--- config.mk ---
export PLATFORM = sky130hd
export DESIGN_NAME = mem_port_arbiter
export DESIGN_NICKNAME = d
export VERILOG_FILES = /design/src/rtl/mem_port_arbiter_pkg.sv /design/src/rtl/mem_lat_counter.sv /design/src/rtl/mem_port_arbiter.sv
export SDC_FILE = /design/constraint.sdc
export NUM_CORES = 1
export LEC_CHECK = 0
export ABC_AREA = 1
export CORE_AREA = 10 10 90 124
export DETAILED_ROUTE_END_ITERATION = 12
export DIE_AREA = 0 0 100 134
export PLACE_DENSITY = 0.75
export SYNTH_ARGS = -nofsm -noshare
export SYNTH_HDL_FRONTEND = slang
export SYNTH_SLANG_ARGS = --single-unit
--- constraint.sdc ---
create_clock -name clk -period 1.8 [get_ports clk]
set_clock_uncertainty 0.2 [all_clocks]
set_input_delay 0.36 -clock clk [delete_from_list [all_inputs] [get_ports clk]]
set_output_delay 0.36 -clock clk [all_outputs]
set_load 0.005 [all_outputs]
--- src/rtl/mem_port_arbiter_pkg.sv ---
// Shared encodings and defaults for the unified-memory port arbiter and its
// latency counter (also used by the cache-fill controller).
package mem_port_arbiter_pkg;

   typedef enum logic [1:0] {
      ARB_IDLE = 2'd0,
      ARB_IF   = 2'd1,
      ARB_DM   = 2'd2
   } arb_state_t;

   localparam int MEM_LAT_DEFAULT = 2;
   localparam int CNT_W           = 4;

   typedef struct packed {
      arb_state_t       state;
      logic             last_dm;
      logic [CNT_W-1:0] lat_count;
   } arb_dbg_t;

endpackage

--- src/rtl/mem_lat_counter.sv ---
// Loadable down-counter that stops at zero; done is high whenever the count is zero.
module mem_lat_counter #(
   parameter int W = 4
) (
   input  logic         clk,
   input  logic         rst_n,
   input  logic         load,
   input  logic [W-1:0] load_val,
   input  logic         en,
   output logic [W-1:0] count,
   output logic         done
);

   always_ff @(posedge clk or negedge rst_n) begin
      if (!rst_n) begin
         count <= '0;
      end else if (load) begin
         count <= load_val;
      end else if (en && (count != '0)) begin
         count <= count - W'(1);
      end
   end

   assign done = (count == '0);

endmodule

--- src/rtl/mem_port_arbiter.sv ---
// Single-port memory arbiter between instruction fetch and load/store.
// Define MEM_PORT_ARB_STATS_EN to add the saturating conflict_cnt output.
module mem_port_arbiter
   import mem_port_arbiter_pkg::*;
#(
   parameter int AW      = 16,
   parameter int DW      = 16,
   parameter int MEM_LAT = MEM_LAT_DEFAULT
) (
   input  logic          clk,
   input  logic          rst_n,
   input  logic          if_req,
   input  logic [AW-1:0] if_addr,
   output logic          if_ack,
   output logic [DW-1:0] if_rdata,
   input  logic          dm_req,
   input  logic          dm_we,
   input  logic [AW-1:0] dm_addr,
   input  logic [DW-1:0] dm_wdata,
   output logic          dm_ack,
   output logic [DW-1:0] dm_rdata,
   output logic          mem_en,
   output logic          mem_we,
   output logic [AW-1:0] mem_addr,
   output logic [DW-1:0] mem_wdata,
   input  logic [DW-1:0] mem_rdata,
   output logic          stall_if,
   output logic          stall_mem,
   output arb_dbg_t      dbg
`ifdef MEM_PORT_ARB_STATS_EN
   ,
   output logic [15:0]   conflict_cnt
`endif
);

   localparam logic [CNT_W-1:0] LAT_LOAD = CNT_W'(MEM_LAT);

   arb_state_t       state_q, state_d;
   logic             last_dm_q;
   logic             busy, lat_done, done, decide;
   logic             if_m, dm_m, grant_if, grant_dm, grant;
   logic [CNT_W-1:0] lat_count;

   assign busy   = (state_q != ARB_IDLE);
   assign done   = busy & lat_done;
   assign decide = ~busy | done;

   // The current owner is masked in its capture cycle and its ack cycle, so the
   // other side can take the port with no gap while the owner cannot re-grant.
   assign if_m = if_req & ~if_ack & ~(done & (state_q == ARB_IF));
   assign dm_m = dm_req & ~dm_ack & ~(done & (state_q == ARB_DM));

   always_comb begin
      grant_if = 1'b0;
      grant_dm = 1'b0;
      if (decide) begin
         if (if_m && dm_m) begin
            grant_if = last_dm_q;
            grant_dm = ~last_dm_q;
         end else begin
            grant_if = if_m;
            grant_dm = dm_m;
         end
      end
   end

   assign grant = grant_if | grant_dm;

   always_comb begin
      state_d = state_q;
      if (grant_if) begin
         state_d = ARB_IF;
      end else if (grant_dm) begin
         state_d = ARB_DM;
      end else if (done) begin
         state_d = ARB_IDLE;
      end
   end

   mem_lat_counter #(.W(CNT_W)) u_lat (
      .clk      (clk),
      .rst_n    (rst_n),
      .load     (grant),
      .load_val (LAT_LOAD),
      .en       (busy),
      .count    (lat_count),
      .done     (lat_done)
   );

   always_ff @(posedge clk or negedge rst_n) begin
      if (!rst_n) begin
         state_q   <= ARB_IDLE;
         last_dm_q <= 1'b0;
         mem_en    <= 1'b0;
         mem_we    <= 1'b0;
         mem_addr  <= '0;
         mem_wdata <= '0;
         if_ack    <= 1'b0;
         dm_ack    <= 1'b0;
         if_rdata  <= '0;
         dm_rdata  <= '0;
      end else begin
         state_q <= state_d;
         mem_en  <= grant;
         if (grant) begin
            last_dm_q <= grant_dm;
         end
         if (grant_if) begin
            mem_we    <= 1'b0;
            mem_addr  <= if_addr;
            mem_wdata <= '0;
         end else if (grant_dm) begin
            mem_we    <= dm_we;
            mem_addr  <= dm_addr;
            mem_wdata <= dm_wdata;
         end
         if_ack <= done & (state_q == ARB_IF);
         dm_ack <= done & (state_q == ARB_DM);
         if (done && (state_q == ARB_IF)) begin
            if_rdata <= mem_rdata;
         end
         if (done && (state_q == ARB_DM)) begin
            dm_rdata <= mem_rdata;
         end
      end
   end

   assign stall_if  = if_req & ~if_ack;
   assign stall_mem = dm_req & ~dm_ack;

   assign dbg.state     = state_q;
   assign dbg.last_dm   = last_dm_q;
   assign dbg.lat_count = lat_count;

`ifdef MEM_PORT_ARB_STATS_EN
   logic [15:0] conflict_q;

   always_ff @(posedge clk or negedge rst_n) begin
      if (!rst_n) begin
         conflict_q <= '0;
      end else if (if_req && dm_req && !if_ack && !dm_ack && (conflict_q != 16'hFFFF)) begin
         conflict_q <= conflict_q + 16'd1;
      end
   end

   assign conflict_cnt = conflict_q;
`endif

endmodule

## Word-level counts from Yosys, hierarchy flattened

Index checks and enable logic that the tools add are counted.
W data, S select, Z words.

| word-level totals | value |
|---|---|
| output and inout bits | 77 |
| bits in registers | 75 |
| word-level logic and storage cells | 54 |

| cells by class | value |
|---|---|
| $add $sub $neg | 1 |
| bitwise operators | 15 |
| mux-type cells | 15 |
| reductions and logical operators | 10 |
| equal/unequal tests | 2 |

Operators with widths:

| operator | number |
|---|---|
| $mux W16 | 4 |
| $mux W4 | 2 |
| $and A1 B1 Y1 | 7 |
| $mux W1 | 6 |
| $mux W2 | 3 |
| $not A1 Y1 | 6 |
| $reduce_bool A2 Y1 | 3 |
| $logic_and A1 B1 Y1 | 4 |
| $logic_not A4 Y1 | 1 |
| $reduce_bool A4 Y1 | 1 |
| $sub A4 B1 Y4 const B | 1 |
| $reduce_bool A3 Y1 | 1 |
| $eq A2 B1 Y1 const B | 1 |
| $eq A2 B2 Y1 const B | 1 |
| $or A1 B1 Y1 | 2 |

## Logic depth before layout (Yosys ltp)

| depth | value |
|---|---|
| word-level depth | 10 |
| gate-level depth with buffers | 11 |
| gate-level depth less buffers | 10 |

## Modules after synthesis

Synthesis repeated with hierarchy kept, for this count alone.

| second synthesis, totals | value |
|---|---|
| cell total of the unflattened synthesis | 409 |
| area total of the unflattened synthesis | 3403.3 um^2 |

Modules (own cells, without submodules):

| module | cells an instance | sequential area each (um^2) | area each (um^2) | instances |
|---|---|---|---|---|
| mem_port_arbiter | 363 | 1776.7 | 3108.0 | 1 |
| mem_lat_counter | 46 | 100.1 | 295.3 | 1 |

## Least setup slack after synthesis

OpenSTA, ideal clock, no wires.

| timing path | value |
|---|---|
| path kind | reg2reg |
| start | register u_lat.count[0] |
| end | register mem_addr[0] |
| arrival time | 1.483 ns |
| setup slack | 0.000 ns |
| data required time | 1.483 ns |
| stages on the path, launching flop included | 10 |
| cells stage by stage | dfrtp_1 inv_1 ha_1 nand3_2 nand2_2 nor2_8 buf_2 nand3_1 nand3_1 nand2_1 |

| between the ends | value |
|---|---|
| word-level cells in the longest chain between the ends | 9 |
| elaborated cells on any way between the ends | 16 |

RTL lines:

| item | line | RTL |
|---|---|---|
| from (decl) | mem_lat_counter.sv:10 | `output logic [W-1:0] count,` |
| from (signal assigned) | mem_lat_counter.sv:18 | `count <= load_val;` |
| from (signal assigned) | mem_lat_counter.sv:20 | `count <= count - W'(1);` |
| $logic_not A4 Y1 (*) | mem_lat_counter.sv:24 | `assign done = (count == '0);` |
| $and A1 B1 Y1 (*) | mem_port_arbiter.sv:45 | `assign done = busy & lat_done;` |
| $and A1 B1 Y1, on equally long branches | mem_port_arbiter.sv:50, mem_port_arbiter.sv:51 |  |
| $not A1 Y1, on equally long branches | mem_port_arbiter.sv:50, mem_port_arbiter.sv:51 |  |
| $and A1 B1 Y1, on equally long branches | mem_port_arbiter.sv:50, mem_port_arbiter.sv:51 |  |
| $logic_and A1 B1 Y1 | mem_port_arbiter.sv:57 | `if (if_m && dm_m) begin` |
| $mux W1 | mem_port_arbiter.sv:57 |  |
| $mux W1 | mem_port_arbiter.sv:56 | `if (decide) begin` |
| $mux W16 or $reduce_bool A2 Y1 (tied branches) | - |  |
| to (signal assigned) | mem_port_arbiter.sv:110 | `mem_addr <= if_addr;` |
| to (signal assigned) | mem_port_arbiter.sv:114 | `mem_addr <= dm_addr;` |
| to (decl) | mem_port_arbiter.sv:24 | `output logic [AW-1:0] mem_addr,` |

Every way passes the cells marked *; elsewhere a longest branch is shown, timed or not.
A chain may end at the register's enable or synchronous reset.

## Worst setup path in the final report

| timing path | value |
|---|---|
| start | register mem_addr[3] |
| end | output mem_addr[3] |

No word-level cell between the ends.

==> results.txt <==
The run finished with clean final reports. For this run, global-route usage on met2 was measured as 0.256. The count of buffers added on input and output ports is 145. The number of design-rule violations left by the first detailed-router iteration came out at roughly 120. The top-level port count came out at 146.

After layout, the design draws a total of 9.58 mW. The logic gate share of total power is 0.514. Across the VDD grid, the largest voltage drop is 0.00110 V. The internal power came out at 6.11 mW. Across the run, the number of max-cap violations was 0. The sum of net half-perimeters after detailed placement is 7640 microns.

The floorplan has 41 rows. The type of the setup path with the least slack is reg -> out. The maximum count of clock buffers along a single path came out at 2. The relative area change from synthesis to final layout is 69.2%.

The number of different library cells in the post-synthesis netlist is 23. The detailed-route via count came out at slightly above 3000. The worst setup path is captured at an output pin. The synthesized netlist occupies a cell area of 3310 sq um. For flop-to-flop paths, the worst setup slack is around 0.030 ns. Counting both buffers and inverters, the worst setup path holds a total of 1.

The remaining antenna violation count after routing came out at 0. The vertical die dimension came out at between 100 and 150 microns. Leaving out fill and tap cells, the most frequent cells in the layout are 114 x nand2_1, 109 x clkdlybuf4s50_1, 75 x dfrtp_1, 52 x inv_1, 41 x nand3_1.

The routability congestion estimate from global placement came out at 0.843. The critical path starts at mem_addr[3]$_DFFE_PN0P_. The largest single stage delay on the critical path is roughly 0.54 ns. The CTS tree is done. The aggregate negative setup slack is 0 ns. The latest clock arrival within the worst-skew pair came out at about 0.33 ns.

Entering global routing, the biggest net connects 41 pins. The count of pins over their slew limit came to 0. The slew at the pin closest to its max-slew limit is 0.267 ns.

The total nets after synthesis came out at 456. The proportion of total power due to net switching is 0.363. The required time at the endpoint of the critical path came out at 1.24 ns. The number of antenna violations at the first check in global routing is 0.

The number of failing hold endpoints at the final stage came out at 0. The die covers 13400 sq um. Broken down by cell family, the worst path's largest delay share belongs to buffers and inverters. Subtracting the final worst setup slack from the clock period gives around 1.8 ns. The instance count of the mapped netlist is 385. The total clock buffers created by CTS is 9. The via count of the first global-routing pass is 3345. The synthesized flop and latch total is 75.

The per-cell routed wire length is 16.2 microns. The tree is rooted in a clkbuf_16. The slowest stage of the critical path is the clkdlybuf4s50_1 cell.

STA classifies the critical path startpoint as a flip-flop. The library cell used most frequently in the layout, excluding fill and tap cells, is nand2_1. Traced cell by cell, the critical path runs through clkdlybuf4s50_1. The total wire length came out at 10800 microns. The layer flagged by global routing as most heavily used is met2. The mean area per synthesized cell came out at 8.59 sq um. The routed via count divided by cell count came out at 4.67.

Based on the critical path, the design can be clocked at up to 563 MHz. The antenna diode count is 0. The die is roughly 100 microns wide. The setup-violating endpoint count in the final report came out at 0. The residual overflow from global routing came out at 0. The depth of the worst register-to-register path is 10. The placed instance count is 639. The total track usage is 0.152.

The sequential fraction of the synthesis area is 0.568. Setup repair after global routing could not meet its margin everywhere. The startpoint identified for the worst register-to-register timing path is u_lat.count[1]$_DFFE_PN0P_. In the final layout, the share of cells above drive strength 1 is 0.154. The total clock sinks came out at 75. The highest net fanout along the worst path came out at 2. The leakage power of the design is 3.04 nW.

The power density over the cells is 1710 nW/um^2. The analysis attributes to net switching a power of 3.48 mW. Clock-pin slew was measured on the worst setup and hold paths at 0.06 ns.

The data arrival time at the worst-slack endpoint is about 1.2 ns. The global routing met3 resource utilization is 0.0792. Of the total power, registers draw 0.312. The global-route wire length before repair came out at 16600 microns.

The share of the clock period used by the worst path after layout came out at 0.987. Of the total power, the clock network draws 0.175. The floorplan step defined a core boundary enclosing 8870 sq um. The detailed-routing iteration count for the pre-antenna-repair pass came out at 4.

The residual DRC count is 0. In this run the worst hold path is classified as in -> async. The starting density of the core is 0.372. Leaving out filler cells and counting taps, the final layout contains 666. The number of nets in the final layout came out at 625. The count of synthesis-stage warnings from yosys is 0. The H-tree level count is 3.

In this run the critical register-to-register path is captured at mem_addr[15]$_DFFE_PN0P_. The met1 usage is 0.156. The relative slew slack is 0.822.
[repair_timing]
item | 4_1_cts | 5_1_grt
cloned | 0 | 4
hold buffers | 1 | 0
pin swaps | 0 | 6
setup endpoints to repair | 49 | 61
endpoints found under the hold margin | 18 | 0
gates resized for setup | 18 | 59
buffers inserted | 2 | 4
[cell families after synthesis]
| kind of cell | after synthesis | share of synthesized area |
|---|---|---|
| compound gates | 36 | 0.0553 |
| xor+xnor | 1 | 0.00265 |
| fa+ha+maj | 2 | 0.00757 |
| buf+inv | 76 | 0.103 |
| flops | 75 | 0.568 |
| simple gates | 195 | 0.263 |
[how the worst max path moves through the flow]
stage | endpoint | slack (ns) | depth (start not counted)
after floorplan | mem_addr[0]$_DFFE_PN0P_ | 0.0001 | 9
after global placement | mem_wdata[11]$_DFFE_PN0P_ | -0.25 | 10
after detailed placement | stall_if | -0.28 | 4
after CTS | if_rdata[6] | 0.0007 | 1
after global routing | mem_addr[1]$_DFFE_PN0P_ | -0.06 | 10
final | mem_addr[3] | 0.02 | 1
[metrics by stage]
step | cell area, sq um | util | hold slack (ns) | setup slack (ns)
after global placement | 4970 | 0.560 | 0.0564 | -0.252
after CTS | 5290 | 0.596 | 0.246 | 0.000702
final | 5590 | 0.630 | 0.244 | 0.0239
after global routing | 5590 | 0.630 | 0.257 | -0.0649
after floorplan | 3310 | - | -0.136 | 0.000116
after detailed placement | 4970 | 0.560 | 0.0574 | -0.281
[flip-flops by register name, indices dropped and copies added (netlist names)]
signal / flops
dm_ack: 1
dm_rdata: 16
if_ack: 1
if_rdata: 16
last_dm_q: 1
mem_addr: 16
mem_en: 1
mem_wdata: 16
mem_we: 1
state_q: 2
u_lat.count: 4
[power by group through the flow]
stage / combinational (mW) / sequential [mW] / clock, mW
after floorplan: 1.92 / 3.06 / 0
after global placement: 4.49 / 2.98 / 0
after detailed placement: 4.57 / 3.01 / 0
after CTS: 4.63 / 3.00 / 1.71
after global routing: 5.44 / 3.09 / 1.77
final: 4.92 / 2.99 / 1.67
[Yosys cell counts (all sizes together)]
| cell type | count | share of area |
|---|---|---|
| nand2 | 125 | 0.15 |
| a21oi | 1 | 0.0015 |
| o21bai | 1 | 0.0023 |
| nor3 | 2 | 0.0030 |
| o21ai | 34 | 0.051 |
| inv | 57 | 0.065 |
| ha | 2 | 0.0076 |
| nand3 | 58 | 0.092 |
| clkbuf | 6 | 0.0068 |
| nor2 | 9 | 0.017 |
| dfrtp | 75 | 0.57 |
| or2 | 1 | 0.0019 |
| xor2 | 1 | 0.0026 |
| buf | 13 | 0.031 |
[metal layers]
metal	wire, microns	part of all wire	vias up
met5	0	0	-
met4	251	0.023	0
met3	1170	0.11	17
met2	5360	0.50	105
met1	3990	0.37	1463
li1	-	-	1528
[cell type report]
class | instances | area (sq um)
multi-input combinational | 234 | 1230
clock buffer | 11 | 243
timing repair buffer | 177 | 1850
sequential | 75 | 1880
fill | 712 | 3280
inverter | 57 | 221
tap | 107 | 134
clock inverter | 5 | 38.8
(Power assumes the default switching activity.)
